$ cat src/rtl/gb_noise_channel_gen.sv
// gb_noise_channel_gen: Game Boy style noise channel.
// An LFSR noise source is clocked by a programmable frequency timer. Its output
// bit gates the envelope volume onto `level`. A length counter and the DAC-enable
// condition both control whether the channel is active.
// Optional build macro GB_NOISE_LFSR_OBS_EN adds the observation outputs
// `lfsr_state` (registered LFSR value) and `lfsr_shift` (one-cycle pulse per shift).
// With the macro undefined, neither port nor its logic exists.
module gb_noise_channel_gen #(
  parameter int LFSR_W    = 15,
  parameter int SHORT_TAP = 6,
  parameter int LEN_W     = 6,
  parameter int VOL_W     = 4,
  parameter int TIMER_W   = 22
) (
  input  logic               clk,
  input  logic               reset_n,
  input  logic               clk_length_ctr,
  input  logic               clk_vol_env,
  input  logic [LEN_W-1:0]   length,
  input  logic [VOL_W-1:0]   initial_volume,
  input  logic               envelope_increasing,
  input  logic [2:0]         num_envelope_sweeps,
  input  logic [3:0]         shift_clock_freq,
  input  logic               counter_width,
  input  logic [2:0]         freq_dividing_ratio,
  input  logic               start,
  input  logic               single,
  output logic [VOL_W-1:0]   level,
  output logic               enable
`ifdef GB_NOISE_LFSR_OBS_EN
  ,
  output logic [LFSR_W-1:0]  lfsr_state,
  output logic               lfsr_shift
`endif
);

  // The length counter is one bit wider than `length` so that a load of
  // length=0 can hold the full 2^LEN_W count.
  localparam int LEN_CW = LEN_W + 1;

  localparam logic [LEN_CW-1:0]  LEN_FULL  = {1'b1, {LEN_W{1'b0}}};
  localparam logic [LEN_CW-1:0]  LEN_ONE   = LEN_CW'(1);
  localparam logic [TIMER_W-1:0] TIMER_ONE = TIMER_W'(1);
  localparam logic [VOL_W-1:0]   VOL_ONE   = VOL_W'(1);
  localparam logic [VOL_W-1:0]   VOL_MAX   = {VOL_W{1'b1}};
  localparam logic [2:0]         ENV_ONE   = 3'd1;

  logic [LFSR_W-1:0]  lfsr_q, lfsr_d;
  logic [TIMER_W-1:0] timer_q, timer_d;
  logic [LEN_CW-1:0]  len_q, len_d;
  logic [VOL_W-1:0]   vol_q, vol_d;
  logic [2:0]         env_q, env_d;
  logic               enable_q, enable_d;

  logic               dac_on;
  logic               rate_frozen;
  logic               shift_now;
  logic [6:0]         divisor;
  logic [TIMER_W-1:0] period;
  logic               fb;
  logic [LFSR_W-1:0]  lfsr_shifted;

  // DAC is powered whenever the envelope can produce a non-zero volume.
  assign dac_on      = (initial_volume != '0) | envelope_increasing;
  // Shift amounts 14 and 15 stop the timer entirely.
  assign rate_frozen = (shift_clock_freq >= 4'd14);

  // Timer period: D(r) << s, with D(0)=8 and D(r)=16*r otherwise.
  always_comb begin
    divisor = (freq_dividing_ratio == 3'd0) ? 7'd8 : {freq_dividing_ratio, 4'b0000};
    period  = {{(TIMER_W-7){1'b0}}, divisor} << shift_clock_freq;
  end

  // Next LFSR value if a shift happens; short mode also drops feedback into SHORT_TAP.
  always_comb begin
    fb           = lfsr_q[0] ^ lfsr_q[1];
    lfsr_shifted = {fb, lfsr_q[LFSR_W-1:1]};
    if (counter_width) begin
      lfsr_shifted[SHORT_TAP] = fb;
    end
  end

  // A shift happens when the running timer expires; a trigger pre-empts it.
  assign shift_now = ~start & enable_q & ~rate_frozen & (timer_q <= TIMER_ONE);

  // Channel next-state: trigger reload has priority over timer, length and envelope.
  always_comb begin
    lfsr_d   = lfsr_q;
    timer_d  = timer_q;
    len_d    = len_q;
    vol_d    = vol_q;
    env_d    = env_q;
    enable_d = enable_q;

    if (start) begin
      lfsr_d   = {LFSR_W{1'b1}};
      timer_d  = period;
      len_d    = LEN_FULL - {1'b0, length};
      vol_d    = initial_volume;
      env_d    = num_envelope_sweeps;
      enable_d = dac_on;
    end else begin
      // Frequency timer runs only while the channel is active and not frozen.
      if (enable_q && !rate_frozen) begin
        if (timer_q <= TIMER_ONE) begin
          lfsr_d  = lfsr_shifted;
          timer_d = period;
        end else begin
          timer_d = timer_q - TIMER_ONE;
        end
      end

      // Length counter: expiring on this tick silences the channel on the same edge.
      if (clk_length_ctr && single && (len_q != '0)) begin
        len_d = len_q - LEN_ONE;
        if (len_q == LEN_ONE) begin
          enable_d = 1'b0;
        end
      end

      // Envelope: a zero sweep count freezes the volume; volume saturates at both ends.
      if (clk_vol_env && (num_envelope_sweeps != 3'd0)) begin
        if (env_q <= ENV_ONE) begin
          env_d = num_envelope_sweeps;
          if (envelope_increasing) begin
            if (vol_q != VOL_MAX) begin
              vol_d = vol_q + VOL_ONE;
            end
          end else begin
            if (vol_q != '0) begin
              vol_d = vol_q - VOL_ONE;
            end
          end
        end else begin
          env_d = env_q - ENV_ONE;
        end
      end

      // An unpowered DAC drops the channel on the next edge.
      if (!dac_on) begin
        enable_d = 1'b0;
      end
    end
  end

  // Channel state registers.
  always_ff @(posedge clk or negedge reset_n) begin
    if (!reset_n) begin
      lfsr_q   <= {LFSR_W{1'b1}};
      timer_q  <= '0;
      len_q    <= '0;
      vol_q    <= '0;
      env_q    <= '0;
      enable_q <= 1'b0;
    end else begin
      lfsr_q   <= lfsr_d;
      timer_q  <= timer_d;
      len_q    <= len_d;
      vol_q    <= vol_d;
      env_q    <= env_d;
      enable_q <= enable_d;
    end
  end

  // Output bit is the inverted LFSR LSB; no extra latency from the registers.
  assign level  = (enable_q & ~lfsr_q[0]) ? vol_q : '0;
  assign enable = enable_q;

`ifdef GB_NOISE_LFSR_OBS_EN
  logic lfsr_shift_q, lfsr_shift_d;

  assign lfsr_shift_d = shift_now;

  // Pulse aligned with the LFSR value produced by the shift.
  always_ff @(posedge clk or negedge reset_n) begin
    if (!reset_n) begin
      lfsr_shift_q <= 1'b0;
    end else begin
      lfsr_shift_q <= lfsr_shift_d;
    end
  end

  assign lfsr_state = lfsr_q;
  assign lfsr_shift = lfsr_shift_q;
`else
  logic unused_shift;
  assign unused_shift = shift_now;
`endif

endmodule

$ cat config.mk
export PLATFORM = sky130hd
export DESIGN_NAME = gb_noise_channel_gen
export DESIGN_NICKNAME = d
export VERILOG_FILES = /design/src/rtl/gb_noise_channel_gen.sv
export SDC_FILE = /design/constraint.sdc
export NUM_CORES = 1
export LEC_CHECK = 0
export ABC_AREA = 1
export BUFFER_PORTS_ARGS = -buffer_cell sky130_fd_sc_hd__buf_2
export CORE_MARGIN = 2
export CORE_UTILIZATION = 27
export DETAILED_ROUTE_END_ITERATION = 8
export GPL_ROUTABILITY_DRIVEN = 0
export PLACE_DENSITY = 0.46
export SLEW_MARGIN = 20
export SYNTH_ARGS = -nofsm -noshare
export SYNTH_HDL_FRONTEND = slang
export SYNTH_SLANG_ARGS = --single-unit
$ cat constraint.sdc
create_clock -name clk -period 1.8 [get_ports clk]
set_input_delay 0.27 -clock clk [delete_from_list [all_inputs] [get_ports clk]]
set_output_delay 0.27 -clock clk [all_outputs]
set_load 0.05 [all_outputs]
==> out/results.ini <==
[worst_setup_path]
end_kind = register
path_common_cell = nor2_4
slowest_delay_ps = 430
crit_type = reg -> reg
worst_ep_required_time_ps = 1990
start_kind = register
crit_family = flip-flops
crit_fanout = 9
critPathSlowestCell = dfrtp_1
cp_num_buf_inv = 3
cp_cell_sequence = inv_2 > ha_4 > nand2_4 > nor2_4 > nor2_4 > o21ai_4 > buf_12 > nor2_4 > buf_12 > nand3_1 > nand2_1
critPathArrivalTime_ps = 1940

[layout]
drive_gt1_share_pct = 22.2
antenna_cells = 0
final_net_count = 632
syn_to_final_growth_pct = 22.6
nFillCells = 1444

[floorplan]
io_pins = 33
fp.dieW_um = 122
num_rows = 42
dieArea_mm2 = 0.0148
start_util_pct = 28.0
die_y_um = 122
core_mm2 = 0.0133

[cts]
insertion_delay_ps = 310
cts.sinks = 52
cts_htree_levels = 2
root_buffer = clkbuf_16
clkTransAtPathRegs_ps = 80
numCtsBuffers = 5
cts_buffer_depth = 2
cts_tree = yes

[sta]
slew_violations = 0
slew_headroom_pct = 74.7
finalCritPeriodShare_pct = 97.2
fin_ws_ps = 51.3
max_freq_ghz = 0.572
worst_slew_pin_slew_ps = 376
rsz0062_at_grt = true
finalCriticalPeriod_ps = 1750
finalHoldViolCount = 0
skew_ps = 8.87
fin_tns_setup_ps = 0
holdWs_ps = 263
setup_viol = 0

[yosys]
synth_top_area_cell = dfrtp_1
synth_fa_ha_area_share_pct = 3.89
yosys.area_share.simple_pct = 38.0
synth_top_family_by_area = simple AND/OR/NAND/NOR gates
synth.distinct_cells = 36
yosysWarningCount = 0
synth-edff-count = 0
synth_top_cells_by_count = nand2_1 (183), nor2_1 (68), nand3_1 (50)
synth_xor_area_share_pct = 4.46
ys_top_cells_by_area = dfrtp_1 (25%), nand2_1 (18%), dfstp_2 (11%), nor2_1 (6.8%), nand3_1 (6.7%)
synth_compound_area_share_pct = 10.9
synth-main-ff-cell = dfrtp_1
ys_seq_area_share_pct = 35.4
netlist_instances = 538
synthMuxAreaShare_pct = 0
yosysMostFrequentCell = nand2_1
ys_seq_elements = 52
synth_top_area_share_pct = 24.8
async_flop_share_pct = 100
avgSynthCellArea_um2 = 6.94
synth_fp_nets = 577
syn-cell-area_mm2 = 0.00373

[grt]
grt_pass1_vias = 3406
globalRouteTotalUtil_pct = 13.9
grt_antenna_before_repair = 0
grt_pass1_wl_um = 16400
grt_max_degree = 53
grt-ovfl-total = 0

[routing]
viasPerCell = 4.66
dr.pass1.iters = 5
routed_wl_um = 9940
drt_iter0_markers = 219
ant_nets = 0
post_drt_wl_per_cell_um = 12.9
vias = 3587
drc = 0

[worst_hold_path]
hp-class = in -> reg

[outcome]
status = finished clean

[placed_design]
hpwl_um = 7300
pre_cts_slack_ps = -31.0
io_buffers = 32

[pwr]
ir_drop_v = 0.000363
power_density_mw_per_mm2 = 1020
p_leak_nw = 2.21

[flow_run]
cap_violations = 0

[logic make-up after synthesis]
logic type	count (synthesis)
and+or+nand+nor	333
AOI/OAI and AO/OA	62
buffers and inverters	61
DFF	52
xor gates and xnor gates	19
adders and majority gates	11
[placed cells by master (no fill, tap or decap), types with 14 or more instances in the layout]
| cell type | Yosys | routed |
|---|---|---|
| xnor2_1 | 14 | 14 |
| inv_1 | 43 | 41 |
| o21ai_2 | 14 | 14 |
| buf_2 | 4 | 32 |
| dfstp_2 | 15 | 15 |
| nand2_1 | 183 | 180 |
| buf_4 | 4 | 21 |
| nand3_1 | 50 | 50 |
| dfrtp_1 | 37 | 37 |
| o21ai_0 | 28 | 25 |
| nor2_1 | 68 | 61 |
[per-stage QoR]
| step | std cells | utilization, % | total power, mW | instance area [um2] |
|---|---|---|---|---|
| floorplan | 538 | - | 2.98 | 3730 |
| global placement | 754 | 31.7 | 3.50 | 4230 |
| detailed placement | 754 | 31.7 | 3.51 | 4230 |
| CTS | 763 | 33.0 | 4.59 | 4400 |
| global route | 770 | 34.3 | 5.04 | 4580 |
| finish | 770 | 34.3 | 4.65 | 4580 |
[per-layer routing]
layer	track usage [%]	wire length, um	vias up
li1	-	-	1838
met1	18.4	4700	1692
met2	24.0	4780	50
met3	1.78	331	7
met4	3.88	126	0
met5	0	0	-
[state kept, by name, summed over array words and instances (netlist names)]
| signal | flops |
|---|---|
| timer_q | 22 |
| lfsr_q | 15 |
| len_q | 7 |
| vol_q | 4 |
| env_q | 3 |
| enable | 1 |
[area by class of cell]
cell class | instances | area [um2] | share of cell area (%)
Inverter | 45 | 171 | 3.75
Multi-Input combinational cell | 425 | 2200 | 48.0
Timing Repair Buffer | 64 | 514 | 11.2
Clock buffer | 5 | 125 | 2.73
Sequential cell | 52 | 1320 | 28.8
Tap cell | 176 | 220 | 4.81
Clock inverter | 3 | 28.8 | 0.629
[worst register-to-register path, cell delays in order, from the launching register on]
cell	delay, ps
dfrtp_1	430
inv_2	110
ha_4	150
nand2_4	70
nor2_4	120
nor2_4	60
o21ai_4	240
buf_12	140
nor2_4	30
buf_12	140
nand3_1	70
nand2_1	60
[report_power, final]
part           switching, mW  internal, mW
registers              0.238          1.45
logic                   1.15         0.769
clock network          0.504         0.537
[what timing repair did]
item,in CTS,in global routing
resized for setup,2,22
endpoints found under the setup margin,11,48
buffers inserted,0,7
hold buffers,1,0
cloned,0,0
pin swaps,0,9
endpoints found under the hold margin,37,0
[final timing paths]
check,slack [ps],endpoint,from,cells after the start
worst max-delay path,50,timer_q[17],timer_q[0],11
worst min-delay path,260,lfsr_q[6],counter_width,4
worst max register to register,50,timer_q[17],timer_q[0],11
worst min register to register,470,lfsr_q[6],lfsr_q[6],2
max in group asynchronous,990,lfsr_q[0],reset_n,3
min in group asynchronous,500,timer_q[10],reset_n,3
Note: power is estimated with default switching activity, not from simulation.
